--- src/rtl/cache_arbiter.sv ---
// Round-robin arbiter that serialises icache fills and dcache fills/writebacks
// onto one physical-memory port. Each request is latched at grant time.
module cache_arbiter #(
  parameter int LINE_WIDTH = 256,
  parameter int ADDR_WIDTH = 32
) (
  input  logic                  clk,
  input  logic                  rst,
  input  logic                  i_pmem_read,
  input  logic [ADDR_WIDTH-1:0] i_pmem_addr,
  output logic [LINE_WIDTH-1:0] i_pmem_rdata,
  output logic                  i_pmem_resp,
  input  logic                  d_pmem_read,
  input  logic                  d_pmem_write,
  input  logic [ADDR_WIDTH-1:0] d_pmem_addr,
  input  logic [LINE_WIDTH-1:0] d_pmem_wdata,
  output logic [LINE_WIDTH-1:0] d_pmem_rdata,
  output logic                  d_pmem_resp,
  output logic                  mem_read,
  output logic                  mem_write,
  output logic [ADDR_WIDTH-1:0] mem_addr,
  output logic [LINE_WIDTH-1:0] mem_wdata,
  input  logic [LINE_WIDTH-1:0] mem_rdata,
  input  logic                  mem_resp
);

  typedef enum logic [2:0] {
    IDLE    = 3'd0,
    SERVE_I = 3'd1,
    SERVE_D = 3'd2,
    RESP_I  = 3'd3,
    RESP_D  = 3'd4
  } state_t;

  state_t                  state;
  state_t                  state_nxt;
  logic                    i_req;
  logic                    d_req;
  logic                    grant_i;
  logic                    grant_d;
  logic                    last_grant_d;  // 0: icache won last, 1: dcache won last
  logic                    op_write;
  logic                    serve_rd;
  logic [ADDR_WIDTH-1:0]   addr_r;
  logic [LINE_WIDTH-1:0]   wdata_r;
  logic [LINE_WIDTH-1:0]   line_r;

  assign i_req = i_pmem_read;
  assign d_req = d_pmem_read | d_pmem_write;

  always_comb begin
    state_nxt = state;
    grant_i   = 1'b0;
    grant_d   = 1'b0;
    unique case (state)
      IDLE: begin
        if (i_req && d_req) begin
          grant_i = last_grant_d;
          grant_d = ~last_grant_d;
        end else begin
          grant_i = i_req;
          grant_d = d_req;
        end
        if (grant_i)      state_nxt = SERVE_I;
        else if (grant_d) state_nxt = SERVE_D;
      end
      SERVE_I: if (mem_resp) state_nxt = RESP_I;
      SERVE_D: if (mem_resp) state_nxt = RESP_D;
      RESP_I:  state_nxt = IDLE;
      RESP_D:  state_nxt = IDLE;
      default: state_nxt = IDLE;
    endcase
  end

  always_ff @(posedge clk or posedge rst) begin
    if (rst) state <= IDLE;
    else     state <= state_nxt;
  end

  // A read transaction is in flight on the memory port
  assign serve_rd = (state == SERVE_I) || ((state == SERVE_D) && !op_write);

  always_ff @(posedge clk or posedge rst) begin
    if (rst) begin
      last_grant_d <= 1'b0;
      op_write     <= 1'b0;
      addr_r       <= '0;
      wdata_r      <= '0;
      line_r       <= '0;
    end else begin
      if (grant_i) begin
        last_grant_d <= 1'b0;
        op_write     <= 1'b0;
        addr_r       <= i_pmem_addr;
      end
      if (grant_d) begin
        last_grant_d <= 1'b1;
        op_write     <= d_pmem_write;  // write wins when both strobes are high
        addr_r       <= d_pmem_addr;
        wdata_r      <= d_pmem_wdata;
      end
      if (serve_rd && mem_resp) line_r <= mem_rdata;
    end
  end

  // Memory side is decoded purely from state and latched registers
  assign mem_read     = serve_rd;
  assign mem_write    = (state == SERVE_D) && op_write;
  assign mem_addr     = addr_r;
  assign mem_wdata    = wdata_r;
  assign i_pmem_resp  = (state == RESP_I);
  assign d_pmem_resp  = (state == RESP_D);
  assign i_pmem_rdata = line_r;
  assign d_pmem_rdata = line_r;

endmodule

--- config.mk ---
export PLATFORM = sky130hd
export DESIGN_NAME = cache_arbiter
export DESIGN_NICKNAME = d
export VERILOG_FILES = /design/src/rtl/cache_arbiter.sv
export SDC_FILE = /design/constraint.sdc
export NUM_CORES = 1
export LEC_CHECK = 0
export CAP_MARGIN = 20
export CORE_AREA = 2 2 547 549
export CTS_CLUSTER_SIZE = 25
export DETAILED_ROUTE_END_ITERATION = 10
export DIE_AREA = 0 0 549 551
export HOLD_SLACK_MARGIN = 0.06
export SLEW_MARGIN = 20
export SYNTH_ARGS = -nofsm -noshare
export SYNTH_HDL_FRONTEND = slang
export SYNTH_SLANG_ARGS = --single-unit
--- constraint.sdc ---
create_clock -name clk -period 23.5 [get_ports clk]
set_clock_uncertainty 0.2 [all_clocks]
set_input_delay 2.35 -clock clk [delete_from_list [all_inputs] [get_ports clk]]
set_output_delay 2.35 -clock clk [all_outputs]
set_load 0.01 [all_outputs]
After elaboration in Yosys (flattened, before gate mapping)
Index checks and enable logic that the tools add are counted.
{"block": "word_totals", "ff_bits": 549, "in_bits": 582, "out_inout_bits": 804, "wordCells": 40}
{"block": "classes", "eq_ne": 7, "mux": 16, "n_bitwise": 2, "n_reduce_logical": 9}
{"op": "$mux 32", "count": 2}
{"op": "$mux 3", "count": 4}
{"op": "$mux 1", "count": 9}
{"op": "$pmux 3 s3", "count": 1}
{"op": "$eq 3x2->1 const B", "count": 2}
{"op": "$logic_and 1x1->1", "count": 4}
{"op": "$ne 2x2->1 const B", "count": 2}
{"op": "$eq 3x1->1 const B", "count": 1}
{"op": "$eq 3x3->1 const B", "count": 1}
{"op": "$logic_not 3->1", "count": 1}
{"op": "$ne 3x3->1 const B", "count": 1}
{"op": "$reduce_and 3->1", "count": 1}
{"op": "$reduce_bool 2->1", "count": 1}
{"op": "$logic_not 1->1", "count": 1}
{"op": "$logic_or 1x1->1", "count": 1}
{"op": "$not 1->1", "count": 1}
{"op": "$or 1x1->1", "count": 1}

Depth between registers and ports, before layout
{"block": "depth", "depth_word": 7, "depth_mapped": 7, "ltp_nobuf": 3}

Worst setup path before layout
OpenSTA, ideal clock, no wires.
{"block": "synth_path", "path_kind": "input-to-reg", "startpoint": "input port mem_resp", "endpoint": "register line_r[0], in the netlist d_pmem_rdata[0]", "arrival_time_ns": 3.499, "required_ns": 23.175, "slack_ns": 19.676, "stages": 5, "n_path_buf": 2, "cell_sequence": "nor2b_1 -> o21ai_1 -> clkbuf_1 -> buf_2 -> mux2_2"}
{"block": "synth_between", "elab_chain_cells": 1}
{"element": "from (decl)", "line": "24", "source": "input logic mem_resp"}
{"element": "$logic_and 1x1->1", "line": "102", "source": "if (serve_rd && mem_resp) line_r <= mem_rdata;"}
{"element": "to (signal assigned)", "line": "102"}
{"element": "to (decl)", "line": "46", "source": "logic [LINE_WIDTH-1:0] line_r;"}
Every way passes these cells.
A chain may end at the register's enable or synchronous reset.

==> flow_summary.yaml <==
routing:
  drc_errors: 0
  via_per_inst: 2.71
  drt_first_pass_iters: 4
  postRouteWirelength_mm: 211
  ant_nets: 0
  first_iter_violations: 911
  vias: 18100
  wl_per_cell_um: 31.6
floorplanning:
  initial_core_util_pct: 7.67
  core_area_um2: 296000
  die_w_um: 549
  io_pins: 1386
  die_y_um: 551
  rows: 200
  dieArea_um2: 302000
timing:
  finalHoldViolCount: 0
  finalSetupTns_ps: 0
  max_freq_mhz: 179
  maxSlewHeadroom_pct: 27.7
  worst_slack_ps: 17900
  min_period_ps: 5600
  slew_viol_final: 0
  period_share_pct: 23.8
  finalSetupViolCount: 0
  grt_setup_unrepaired: "false"
  worstMarginPinSlew_ps: 1080
yosys:
  netlist_instances: 1485
  syn_avg_cell_area_um2: 15.3
  yosys.area_share.adder_pct: 0
  synth_area_leaders: "dfrtp_1 60%, mux2_2 13%, mux2_1 12%, buf_4 8.5%, o221a_2 1.6%"
  synth_fp_nets: 2067
  synth_compound_area_share_pct: 2.83
  synth_top_area_share_pct: 60.5
  yosys.area_share.simple_pct: 0.611
  muxShareOfSynthArea_pct: 25.4
  ys.flop_type: "dfrtp_1"
  synthXorXnorAreaFrac_pct: 0
  syn_area_um2: 22700
  synth_edf_count: 0
  async_reset_ff_share_pct: 100
  seq_area_frac_synth_pct: 60.5
  yosysMostFrequentCell: "dfrtp_1"
  synth_area_leader_cell: "dfrtp_1"
  synth_seq_cells: 549
  synthTopCellsByCount: "549 x dfrtp_1, 272 x mux2_2, 256 x buf_4"
  yosysUniqueCellTypes: 25
  ys_warn_count: 0
  synth_top_family_by_area: "multiplexers"
hold_path:
  hp-class: "reg2reg"
worst_setup_path:
  crit_chain: "clkdlybuf4s50_1 > inv_8 > buf_4 > buf_4 > buf_4 > buf_4"
  critical_path_class: "in2async"
  path_delay_family: "buffers and inverters"
  end_kind: "async pin"
  required_ps: 24070
  startpoint_type: "input port"
  cp_slowest_cell: "buf_4"
  crit_fanout: 71
  crit_path_frequent_cell: "buf_4"
  cp.arrival_ps: 6170
  cp_num_buf_inv: 6
  slowest_delay_ps: 680
final_layout:
  fillers: 33000
  fin_cells: 6686
  nets: 3228
  final_area_um2: 42000
  drive_gt1_share_pct: 17.0
  area_growth_pct: 84.9
place:
  place_inst: 6502
  placed_cell_area_um2: 39300
  hpwl_mm: 188
  port_buffers: 1385
  place.gp.congestion: 0.970
  place_ws_ps: 16950
clock_tree:
  cts_tree: "done"
  cts_htree_levels: 3
  insertion_delay_ps: 730
  ctsRootBufferMaster: "clkbuf_16"
  cts_buffer_depth: 4
  post_cts_resized: 0
  path_clk_slew_ps: 60
  holdBufCountCts: 0
  cts_buffers: 81
  post-cts-setup-buffers: 0
  clkSinkCount: 549
power:
  p_leak_nw: 15.7
  p_int_mw: 3.92
  power_density_nw_per_um2: 162
  power.switching_mw: 2.88
  p_comb_share_pct: 53.9
  clkPwrFrac_pct: 18.4
  vdd_drop_max_v: 0.0000765
  p_total_mw: 6.79
  power_frac_seq_pct: 27.7
  swShare_pct: 42.3
global_routing:
  grt_remaining_overflow: 0
  grt_max_degree: 77
  grt_pass1_vias: 18500
  grt_usage_pct: 13.4
  grt_pass1_wl_mm: 251
  antenna_found_initial: 192
job:
  max_cap_viol_count: 0
status:
  outcome: "completed"
-- final cells by class --
| type | instances | area, um^2 | share of cell area (%) |
|---|---|---|---|
| multi-input combinational | 607 | 6570 | 15.6 |
| clock buffer | 106 | 2250 | 5.36 |
| timing repair buffer | 1406 | 14000 | 33.4 |
| clock inverter | 36 | 394 | 0.938 |
| tap | 3939 | 4930 | 11.7 |
| inverter | 1 | 11.3 | 0.0268 |
| sequential | 549 | 13700 | 32.7 |
| antenna | 42 | 105 | 0.250 |
-- power by group through the flow --
stage	Sequential [mW]	Combinational, mW	Clock [mW]
6_report	1.88	3.66	1.25
5_1_grt	1.95	3.89	1.33
4_1_cts	1.89	3.77	1.31
3_5_place_dp	1.89	3.74	0
3_3_place_gp	1.87	3.74	0
2_1_floorplan	1.95	1.23	0
-- cells in the final DEF, fill, tap and decap left out, types with 2 or more instances in the layout --
cell / count
buf_4: 21
and3_1: 2
a21oi_1: 2
clkbuf_1: 14
nor2b_1: 2
clkdlybuf4s50_1: 1385
o221a_2: 32
clkbuf_8: 9
clkbuf_16: 83
clkinv_2: 11
clkinvlp_4: 4
o21ai_0: 2
o21bai_1: 33
clkinv_4: 6
mux2_1: 240
inv_6: 6
mux2_2: 272
nor3b_1: 3
inv_8: 4
nor2_1: 5
nor3_1: 2
diode_2: 42
nand2_1: 4
bufinv_16: 5
dfrtp_1: 549
-- final timing paths --
kind,start,end,slack [ps],cells after the start
min reg2reg,mem_wdata[168],mem_wdata[168],280,1
min in group asynchronous,rst,mem_wdata[255],1870,2
max reg2reg,state[2],mem_wdata[175],19560,5
max in group clk,state[0],mem_read,18220,4
max,rst,d_pmem_rdata[119],17900,6
min,mem_wdata[168],mem_wdata[168],280,1
-- metal layers --
| layer | part of all wire [%] | global-route usage, % |
|---|---|---|
| met4 | 3.6 | 4.44 |
| met5 | 0.24 | 0 |
| met2 | 39 | 18.7 |
| met1 | 39 | 15.4 |
| met3 | 18 | 10.5 |
-- per-stage QoR --
step	utilization, %	hold slack (ps)
floorplan	-	272
global placement	13.3	268
detailed placement	13.3	274
CTS	14.1	286
global route	14.2	295
finish	14.2	282
-- logic make-up (layout without fill, tap and decap cells) --
group                  after synthesis  count (layout)
AOI/OAI and AO/OA                   71              71
buffers and inverters              329            1549
DFF                                549             549
muxes                              512             512
other                                0              42
and+or+nand+nor                     24              24
-- registers in the layout, indices dropped and copies added, names as in the netlist --
register,flops
mem_addr,32
mem_wdata,256
state,3
last_grant_d,1
d_pmem_rdata,256
op_write,1
(Power assumes the default switching activity.)
